==> config.mk <==
export PLATFORM = sky130hd
export DESIGN_NAME = gs_mixer
export DESIGN_NICKNAME = d
export VERILOG_FILES = /design/src/rtl/gs_mixer.sv
export SDC_FILE = /design/constraint.sdc
export NUM_CORES = 1
export LEC_CHECK = 0
export ABC_AREA = 1
export BUFFER_PORTS_ARGS = -buffer_cell sky130_fd_sc_hd__buf_2
export CAP_MARGIN = 20
export CORE_ASPECT_RATIO = 2
export CORE_MARGIN = 5
export CORE_UTILIZATION = 45
export DETAILED_ROUTE_END_ITERATION = 8
export PLACE_DENSITY = 0.68
export SETUP_SLACK_MARGIN = 0.15
export SLEW_MARGIN = 20
export SYNTH_ARGS = -nofsm -noshare
export SYNTH_HDL_FRONTEND = slang
export SYNTH_SLANG_ARGS = --single-unit
==> constraint.sdc <==
create_clock -name clk12mhz -period 9 [get_ports clk12mhz]
set_input_delay 1.8 -clock clk12mhz [delete_from_list [all_inputs] [get_ports clk12mhz]]
set_output_delay 1.8 -clock clk12mhz [all_outputs]
set_load 0.005 [all_outputs]
==> src/rtl/gs_mixer.sv <==
// gs_mixer: N-channel sample mixer for the General Sound block.
// Live per-channel sample/volume/pan registers are snapshotted once per output
// sample period and mixed by a single time-multiplexed multiply-accumulate
// into saturated signed stereo PCM with a one-cycle new-sample strobe.
module gs_mixer #(
    parameter int CHANNELS   = 4,
    parameter int SAMPLE_W   = 8,
    parameter int VOL_W      = 6,
    parameter int OUT_W      = 16,
    parameter int SAMPLE_DIV = 272
) (
    input  logic                clk12mhz,
    input  logic                nRESET,
    input  logic                smp_we,
    input  logic [2:0]          smp_ch,
    input  logic [SAMPLE_W-1:0] smp_data,
    input  logic                vol_we,
    input  logic [2:0]          vol_ch,
    input  logic [VOL_W-1:0]    vol_data,
    input  logic                pan_we,
    input  logic [2:0]          pan_ch,
    input  logic [1:0]          pan_data,
    output logic [OUT_W-1:0]    sndLeft,
    output logic [OUT_W-1:0]    sndRight,
    output logic                snd_strobe,
    output logic                busy
);

    // Product carries one guard bit so the signed*unsigned multiply is exact;
    // its value always fits SAMPLE_W+VOL_W bits.
    localparam int P_W   = SAMPLE_W + VOL_W + 1;
    localparam int ACC_W = SAMPLE_W + VOL_W + 3;
    localparam int SH    = OUT_W - SAMPLE_W - VOL_W;
    localparam int SHW   = ACC_W + SH;
    localparam int DIV_W = $clog2(SAMPLE_DIV);

    localparam logic [DIV_W-1:0]    DIV_LAST    = DIV_W'(SAMPLE_DIV - 1);
    localparam logic [2:0]          K_LAST      = 3'(CHANNELS - 1);
    localparam logic [SAMPLE_W-1:0] SMP_SILENCE = {1'b1, {(SAMPLE_W-1){1'b0}}};
    localparam logic signed [SHW-1:0] SAT_MAX   = {{(SHW-OUT_W+1){1'b0}}, {(OUT_W-1){1'b1}}};
    localparam logic signed [SHW-1:0] SAT_MIN   = {{(SHW-OUT_W+1){1'b1}}, {(OUT_W-1){1'b0}}};

    typedef enum logic [1:0] {
        ST_IDLE = 2'd0,
        ST_LOAD = 2'd1,
        ST_ACC  = 2'd2,
        ST_OUT  = 2'd3
    } state_t;

    // Clamp the scaled accumulator into the signed output range.
    function automatic logic [OUT_W-1:0] sat_f(input logic signed [SHW-1:0] v);
        logic [OUT_W-1:0] r;
        if (v > SAT_MAX) begin
            r = SAT_MAX[OUT_W-1:0];
        end else if (v < SAT_MIN) begin
            r = SAT_MIN[OUT_W-1:0];
        end else begin
            r = v[OUT_W-1:0];
        end
        return r;
    endfunction

    state_t state_q, state_d;
    logic [DIV_W-1:0] cnt_q, cnt_d;
    logic [2:0] k_q, k_d;
    logic signed [ACC_W-1:0] acc_l_q, acc_l_d, acc_r_q, acc_r_d;
    logic [OUT_W-1:0] snd_l_q, snd_l_d, snd_r_q, snd_r_d;
    logic strobe_q, strobe_d, busy_q, busy_d;

    logic [SAMPLE_W-1:0] smp_q [CHANNELS];
    logic [SAMPLE_W-1:0] smp_d [CHANNELS];
    logic [VOL_W-1:0]    vol_q [CHANNELS];
    logic [VOL_W-1:0]    vol_d [CHANNELS];
    logic [1:0]          pan_q [CHANNELS];
    logic [1:0]          pan_d [CHANNELS];
    logic [SAMPLE_W-1:0] sh_smp_q [CHANNELS];
    logic [SAMPLE_W-1:0] sh_smp_d [CHANNELS];
    logic [VOL_W-1:0]    sh_vol_q [CHANNELS];
    logic [VOL_W-1:0]    sh_vol_d [CHANNELS];
    logic [1:0]          sh_pan_q [CHANNELS];
    logic [1:0]          sh_pan_d [CHANNELS];

    logic                       tick_s;
    logic [SAMPLE_W-1:0]        cur_smp_s;
    logic [VOL_W-1:0]           cur_vol_s;
    logic [1:0]                 cur_pan_s;
    logic signed [SAMPLE_W-1:0] smp_signed_s;
    logic signed [P_W-1:0]      s_ext_s, v_ext_s, prod_s;
    logic signed [SHW-1:0]      shl_l_s, shl_r_s;

    // Next-state logic: register-file writes, divider, MAC sequencing, outputs.
    always_comb begin
        state_d  = state_q;
        cnt_d    = cnt_q;
        k_d      = k_q;
        acc_l_d  = acc_l_q;
        acc_r_d  = acc_r_q;
        snd_l_d  = snd_l_q;
        snd_r_d  = snd_r_q;
        strobe_d = 1'b0;
        sh_smp_d = sh_smp_q;
        sh_vol_d = sh_vol_q;
        sh_pan_d = sh_pan_q;
        cur_smp_s = SMP_SILENCE;
        cur_vol_s = {VOL_W{1'b0}};
        cur_pan_s = 2'b00;

        // Live registers: indices beyond CHANNELS never match any slot.
        for (int i = 0; i < CHANNELS; i++) begin
            smp_d[i] = (smp_we && (smp_ch == 3'(i))) ? smp_data : smp_q[i];
            vol_d[i] = (vol_we && (vol_ch == 3'(i))) ? vol_data : vol_q[i];
            pan_d[i] = (pan_we && (pan_ch == 3'(i))) ? pan_data : pan_q[i];
        end

        tick_s = (cnt_q == DIV_LAST);
        cnt_d  = tick_s ? {DIV_W{1'b0}} : cnt_q + DIV_W'(1);

        // Channel selected by k from the frame snapshot.
        for (int i = 0; i < CHANNELS; i++) begin
            cur_smp_s = (k_q == 3'(i)) ? sh_smp_q[i] : cur_smp_s;
            cur_vol_s = (k_q == 3'(i)) ? sh_vol_q[i] : cur_vol_s;
            cur_pan_s = (k_q == 3'(i)) ? sh_pan_q[i] : cur_pan_s;
        end

        // Offset-binary to two's complement is an MSB flip.
        smp_signed_s = {~cur_smp_s[SAMPLE_W-1], cur_smp_s[SAMPLE_W-2:0]};
        s_ext_s = P_W'(smp_signed_s);
        v_ext_s = {{(P_W-VOL_W){1'b0}}, cur_vol_s};
        prod_s  = s_ext_s * v_ext_s;

        shl_l_s = SHW'(acc_l_q) <<< SH;
        shl_r_s = SHW'(acc_r_q) <<< SH;

        case (state_q)
            ST_IDLE: begin
                if (tick_s) begin
                    state_d = ST_LOAD;
                end else begin
                    state_d = ST_IDLE;
                end
            end
            ST_LOAD: begin
                sh_smp_d = smp_q;
                sh_vol_d = vol_q;
                sh_pan_d = pan_q;
                acc_l_d  = {ACC_W{1'b0}};
                acc_r_d  = {ACC_W{1'b0}};
                k_d      = 3'd0;
                state_d  = ST_ACC;
            end
            ST_ACC: begin
                if (cur_pan_s[0]) begin
                    acc_l_d = acc_l_q + ACC_W'(prod_s);
                end else begin
                    acc_l_d = acc_l_q;
                end
                if (cur_pan_s[1]) begin
                    acc_r_d = acc_r_q + ACC_W'(prod_s);
                end else begin
                    acc_r_d = acc_r_q;
                end
                k_d = k_q + 3'd1;
                if (k_q == K_LAST) begin
                    state_d = ST_OUT;
                end else begin
                    state_d = ST_ACC;
                end
            end
            ST_OUT: begin
                snd_l_d  = sat_f(shl_l_s);
                snd_r_d  = sat_f(shl_r_s);
                strobe_d = 1'b1;
                state_d  = ST_IDLE;
            end
            default: begin
                state_d = ST_IDLE;
            end
        endcase

        busy_d = (state_d != ST_IDLE);
    end

    // State and data registers with synchronous active-low reset.
    always_ff @(posedge clk12mhz) begin
        if (!nRESET) begin
            state_q  <= ST_IDLE;
            cnt_q    <= {DIV_W{1'b0}};
            k_q      <= 3'd0;
            acc_l_q  <= {ACC_W{1'b0}};
            acc_r_q  <= {ACC_W{1'b0}};
            snd_l_q  <= {OUT_W{1'b0}};
            snd_r_q  <= {OUT_W{1'b0}};
            strobe_q <= 1'b0;
            busy_q   <= 1'b0;
            for (int i = 0; i < CHANNELS; i++) begin
                smp_q[i]    <= SMP_SILENCE;
                vol_q[i]    <= {VOL_W{1'b0}};
                pan_q[i]    <= 2'b11;
                sh_smp_q[i] <= SMP_SILENCE;
                sh_vol_q[i] <= {VOL_W{1'b0}};
                sh_pan_q[i] <= 2'b11;
            end
        end else begin
            state_q  <= state_d;
            cnt_q    <= cnt_d;
            k_q      <= k_d;
            acc_l_q  <= acc_l_d;
            acc_r_q  <= acc_r_d;
            snd_l_q  <= snd_l_d;
            snd_r_q  <= snd_r_d;
            strobe_q <= strobe_d;
            busy_q   <= busy_d;
            smp_q    <= smp_d;
            vol_q    <= vol_d;
            pan_q    <= pan_d;
            sh_smp_q <= sh_smp_d;
            sh_vol_q <= sh_vol_d;
            sh_pan_q <= sh_pan_d;
        end
    end

    assign sndLeft    = snd_l_q;
    assign sndRight   = snd_r_q;
    assign snd_strobe = strobe_q;
    assign busy       = busy_q;

endmodule

==> results of run 1 <==
-- final cells by class --
class / count / area share, %
clock buffer: 24 / 4.258
clock inverter: 9 / 0.8833
inverter: 204 / 6.074
multi-input combinational: 1092 / 49.48
sequential: 208 / 33.03
tap: 336 / 3.335
timing repair buffer: 70 / 2.938
-- placed cells by master (no fill, tap or decap), types with 5 or more instances in the layout --
| cell | instances |
|---|---|
| nand2_1 | 209 |
| dfxtp_1 | 208 |
| clkbuf_16 | 21 |
| ha_1 | 71 |
| o21bai_1 | 5 |
| a221oi_1 | 5 |
| nand3_1 | 73 |
| inv_1 | 190 |
| nor3_1 | 8 |
| a21o_1 | 11 |
| a21oi_1 | 164 |
| or2_2 | 6 |
| buf_4 | 8 |
| inv_2 | 14 |
| xnor2_1 | 10 |
| a22oi_1 | 6 |
| fa_1 | 37 |
| o21ai_0 | 199 |
| o21ai_1 | 5 |
| a31oi_1 | 9 |
| nand2_2 | 8 |
| nor2_1 | 229 |
| buf_2 | 62 |
-- cells by family (layout without fill, tap and decap cells) --
logic type / count (synthesis) / in the layout / synth area share (%)
compound gates: 415 / 415 / 19.20
xor+xnor: 14 / 14 / 1.074
fa+ha+maj: 109 / 109 / 14.38
buf+inv: 262 / 307 / 8.870
flops: 208 / 208 / 36.49
simple gates: 554 / 554 / 19.99
-- layer usage --
metal	global-route usage, %	up-vias	share of wire (%)
li1	-	5173	-
met1	20.62	4659	35
met2	40.05	214	54
met3	1.972	111	2.7
met4	14.82	0	7.8
met5	0	-	0
-- per-stage QoR --
stage	worst slack [ns]	area, um2	instances
3_3_place_gp	1.268	11960	1910
3_5_place_dp	1.242	11960	1910
2_1_floorplan	2.501	11410	1562
6_report	1.163	12610	1943
4_1_cts	1.245	12610	1943
5_1_grt	0.5972	12610	1943
-- power breakdown --
group	internal [mW]	leakage [nW]	total, mW	switching (mW)
combinational	0.0151	3.81	0.0500	0.0349
clock	0.486	0.311	0.849	0.364
sequential	0.931	1.68	0.937	0.00516
-- synth_stat cells, drive strengths merged, types with 5 or more instances --
cell type | count | area [um2]
a22oi | 6 | 45.04
nand2 | 218 | 845.8
ha | 72 | 900.9
a31oi | 9 | 56.30
nor2 | 231 | 872.1
clkbuf | 48 | 180.2
inv | 204 | 765.7
a21oi | 164 | 820.8
dfxtp | 208 | 4164
a221oi | 5 | 43.79
buf | 10 | 66.32
fa | 37 | 740.7
o21bai | 5 | 37.54
a21o | 11 | 82.58
nor3 | 8 | 40.04
or2 | 9 | 56.31
xnor2 | 10 | 87.58
nand3 | 73 | 365.4
o21ai | 204 | 1021
-- flip-flops by register name, summed over array words and instances, names as in the netlist, 2 cells and up --
| signal | count |
|---|---|
| sndRight | 15 |
| sndLeft | 15 |
| smp_q | 32 |
| acc_l_q | 17 |
| sh_vol_q | 24 |
| cnt_q | 9 |
| sh_smp_q | 32 |
| pan_q | 8 |
| sh_pan_q | 8 |
| vol_q | 24 |
| k_q | 3 |
| acc_r_q | 17 |
| state_q | 2 |
-- worst paths after layout --
kind | to | startpoint | slack (ns) | depth (start not counted)
worst min-delay path | vol_q[18]$_SDFFE_PN0P_ | vol_q[18]$_SDFFE_PN0P_ | 0.45 | 2
worst max-delay path | acc_r_q[14]$_SDFFE_PN0P_ | k_q[0]$_SDFFE_PN0P_ | 1.16 | 34
worst max register to register | acc_r_q[14]$_SDFFE_PN0P_ | k_q[0]$_SDFFE_PN0P_ | 1.16 | 34
worst min register to register | vol_q[18]$_SDFFE_PN0P_ | vol_q[18]$_SDFFE_PN0P_ | 0.45 | 2
-- worst max-delay path, delay by kind of cell, from the launching register on --
| kind | cells | cell delay, ns |
|---|---|---|
| buffers and inverters | 8 | 0.75 |
| xor gates and xnor gates | 1 | 0.15 |
| AOI/OAI and AO/OA | 12 | 2.33 |
| adders and majority gates | 7 | 3.00 |
| and+or+nand+nor | 6 | 1.08 |
| DFF | 1 | 0.42 |
==> metrics, run 1 <==
layout overhead on the synthesized area=10.47%; Post-Syn Nets=1701; via-per-instance ratio=5.227; effective utilization at floorplan=45.59%; maximum cell stage delay along the critical path=0.57 ns; leakage power figure=5.805 nW; main flop type after synthesis=dfxtp_1; TritonCTS Buffers=20; Tightest Pin Transition=1.087 ns; arrival time of the worst setup path=8.27 ns; number of H-tree levels=1; Required @ worst endpoint=9.43 ns; Tot GR Track Use=21.12%; cells resized by post-CTS repair=0; maximum fanout encountered on the critical timing path=20; TritonRoute pass-1 iters=5; final worst-path cycle share=87.08%; placeable core region=25030 um2; Post-CTS Setup Bufs=0; Post-synth EDFFs=0; fraction of final layout cells with drive strength greater than 1=8.339%; Fill cells=2594; total of endpoints with negative setup slack in the final report=0; Pwr Total=1.836 mW; number of DRC violations after detailed routing=0; Nets=1735; wire length of the first global-routing pass=49490 um; CP startpoint kind=flop; total die area=28840 um2; Rel. slew slack=27.54%; area taken by flip-flops and latches=4164 um2; global route overflow=0; Detailed Route Iter0 Violations=658; number of placement rows=82; Power Dens Cells=145.6 nW/um2; highest clock rate=127.6 MHz; Die Span X=122.6 um; worst min-delay path category=reg2reg; status=finished clean; register clock-pin slew on the reported worst setup and hold paths=0.06 ns; slowest cell on the critical path=fa_1; count of state elements after synthesis=208; Final Hold Viols=0; # diodes=0; pin count of the biggest net entering global routing=125; final-layout setup total negative slack=0 ns; final worst clock skew=0.009852 ns; Routed Wire Length=29920 um; multi-input gate area in the final layout=6238 um2; Slew Viols, Final=0; Mapped Cells=1562; Final ANT Viol Nets=0; post-synthesis sequential area ratio=36.49%; max-cap viol count=0; number of global-route vias before repair=10315; final HPWL from detailed placement=22940 um; count of boundary I/O pins=64; Worst VDD drop=0.1541 mV; clock root buffer master=clkbuf_16; Worst setup EP type=flop; most frequent CP cell=inv_1; total of warnings raised by yosys=0; fraction of the core area covered by cells at the end of the flow=50.36%; final worst hold slack=0.4508 ns; final worst path period need=7.837 ns; Cell variety after synth=40; Chip Height=235.2 um; number of sinks driven by the clock tree=208; average instance area after synthesis=7.306 um2; average wire per standard cell=15.40 um; crit path kind=reg2reg; Post-CTS Hold Fix Bufs=0; area of the mapped netlist=11410 um2; input/output buffers=63; share of async-settable or async-resettable flops after synthesis=0%; last weighted congestion value of the routability-driven placer=0.9373; Vias=10157; clk_lat worst skew=0.51 ns; initial antenna violation count=0; CTS tree=built; setup repair after global routing missed its margin=false; maximum clock insertion buffer count=3
Note: power is estimated with default switching activity, not from simulation.
==> run 2: changes to the inputs <==
- RECOVER_POWER: not set -> 100
==> run 2 against run 1 <==
  * The run now ends with max-capacitance violations, max-slew violations left
  * Sequential share of layout area up 0.11 points
  * Register-to-register slack worse by 0.11 ns
  * Critical path type unchanged
  * Critical path depth down 1
  * Design area down 0.32%
  * Combinational power up 1%
  * Die area unchanged
  * Cell count unchanged
  * Wire length up 0.15%
==> metrics, run 2 (synthesis gave the netlist of run 1 again) <==
status=finished, violations left; violated checks=max-capacitance violations, max-slew violations; Die Span X=122.6 um; maximum clock insertion buffer count=3; global route overflow=0; max-cap viol count=2; Routed Wire Length=29970 um; Vias=10152; Nets=1735; final worst-path cycle share=88.33%; final setup slack of the worst path=1.051 ns; fraction of final layout cells with drive strength greater than 1=6.907%; cells resized by post-CTS repair=0; count of boundary I/O pins=64; final-layout setup total negative slack=0 ns; via-per-instance ratio=5.225; layout overhead on the synthesized area=10.12%; Largest regs=sh_smp_q (32), smp_q (32); TritonCTS Buffers=20; Slew Viols, Final=193; Pwr Total=1.838 mW; commonest cells after routing, fill and taps aside=nor2_1, nand2_1, dfxtp_1, o21ai_0, inv_1; Required @ worst endpoint=9.24 ns; placeable core region=25030 um2; last weighted congestion value of the routability-driven placer=0.9373; final HPWL from detailed placement=22940 um; Worst Setup SP=k_q[0]$_SDFFE_PN0P_; CTS tree=built; total die area=28840 um2; end of the worst register-to-register path=acc_r_q[14]$_SDFFE_PN0P_; Tightest Pin Transition=4.409 ns; maximum cell stage delay along the critical path=0.57 ns; input/output buffers=63; worst min-delay path category=reg2reg; # diodes=0; leading cell type in the layout, fill and taps excluded=nor2_1; slowest cell on the critical path=fa_1; clock root buffer master=clkbuf_16; Worst setup EP type=flop; Post-CTS Setup Bufs=0; number of global-route vias before repair=10315; Detailed Route Iter0 Violations=655; register clock-pin slew on the reported worst setup and hold paths=0.06 ns; Final ANT Viol Nets=0; number of DRC violations after detailed routing=0; CP startpoint kind=flop; Fill cells=2608; Final Hold Viols=0; internal power=1.433 mW; Worst Setup Slack post-DPL=1.242 ns; reg-to-reg startpoint=k_q[0]$_SDFFE_PN0P_; TritonRoute pass-1 iters=5; wire length of the first global-routing pass=49490 um; final worst path period need=7.949 ns; register-to-register setup slack=1.05 ns; final worst clock skew=0.009271 ns; Post-CTS Hold Fix Bufs=0; Chip Height=235.2 um; number of sinks driven by the clock tree=208; number of placement rows=82; setup repair after global routing missed its margin=false; maximum fanout encountered on the critical timing path=20; Worst VDD drop=0.1551 mV; P_sw=0.4049 mW; effective utilization at floorplan=45.59%; initial antenna violation count=0; number of H-tree levels=1; Flop pwr share=51.0%; highest clock rate=125.8 MHz; leakage power figure=5.713 nW; Rel. slew slack=-193.9%; most frequent CP cell=inv_1; total of endpoints with negative setup slack in the final report=0; destination of the critical timing path=acc_r_q[14]$_SDFFE_PN0P_; Power Dens Cells=146.2 nW/um2; combinational group share of total power=2.8%; average wire per standard cell=15.42 um; share of total power in the clock network=46.3%; crit path kind=reg2reg; clk_lat worst skew=0.51 ns; switching share of power=22.03%; arrival time of the worst setup path=8.19 ns; Tot GR Track Use=21.12%; worst-case reg-to-reg path depth=33; pin count of the biggest net entering global routing=125
-- run 2: power by group through the flow --
| stage | combinational, mW | sequential [mW] | clock [mW] |
|---|---|---|---|
| 3_3_place_gp | 0.0494 | 0.957 | 0 |
| 2_1_floorplan | 0.0312 | 0.956 | 0 |
| 3_5_place_dp | 0.0503 | 0.957 | 0 |
| 6_report | 0.0507 | 0.937 | 0.850 |
| 5_1_grt | 0.0581 | 0.937 | 0.905 |
| 4_1_cts | 0.0504 | 0.936 | 0.871 |
-- run 2: worst min path at each step --
stage	start	depth (start not counted)	end	slack, ns
6_report	vol_q[18]$_SDFFE_PN0P_	2	vol_q[18]$_SDFFE_PN0P_	0.45
5_1_grt	vol_q[1]$_SDFFE_PN0P_	2	vol_q[1]$_SDFFE_PN0P_	0.47
4_1_cts	vol_q[18]$_SDFFE_PN0P_	2	vol_q[18]$_SDFFE_PN0P_	0.45
3_5_place_dp	vol_q[18]$_SDFFE_PN0P_	2	vol_q[18]$_SDFFE_PN0P_	0.44
3_3_place_gp	cnt_q[0]$_SDFF_PP0_	1	cnt_q[0]$_SDFF_PP0_	0.43
2_1_floorplan	cnt_q[0]$_SDFF_PP0_	1	cnt_q[0]$_SDFF_PP0_	0.42
-- run 2: stage by stage --
step / std cells / hold WS [ns] / utilization (%) / area (um2)
final: 1943 / 0.4509 / 50.20 / 12570
after global routing: 1943 / 0.4722 / 50.20 / 12570
after CTS: 1943 / 0.4539 / 50.36 / 12610
after detailed placement: 1910 / 0.4440 / 47.77 / 11960
after global placement: 1910 / 0.4300 / 47.77 / 11960
after floorplan: 1562 / 0.4179 / - / 11410
-- run 2: cell type report --
cell class / instances / area (um2) / area share [%]
Clock buffer: 24 / 536.8 / 4.271
Clock inverter: 9 / 111.4 / 0.8861
Inverter: 204 / 765.7 / 6.093
Multi-Input combinational cell: 1092 / 6238 / 49.64
Sequential cell: 208 / 4164 / 33.13
Tap cell: 336 / 420.4 / 3.345
Timing Repair Buffer: 70 / 330.3 / 2.628
-- run 2: per-layer routing --
layer  wire length (um)  global-route usage [%]
met1              10580                   20.62
met2              16230                   40.05
met3                778                   1.972
met4               2385                   14.82
met5                  0                       0
-- run 2: worst max-delay path: cells and delay by family (launching register included) --
family                     cells  cell delay (ns)
AOI/OAI and AO/OA             11             2.27
xor gates and xnor gates       1             0.15
adders and majority gates      7             2.99
buffers and inverters          8             0.74
DFF                            1             0.42
and+or+nand+nor                6             1.07
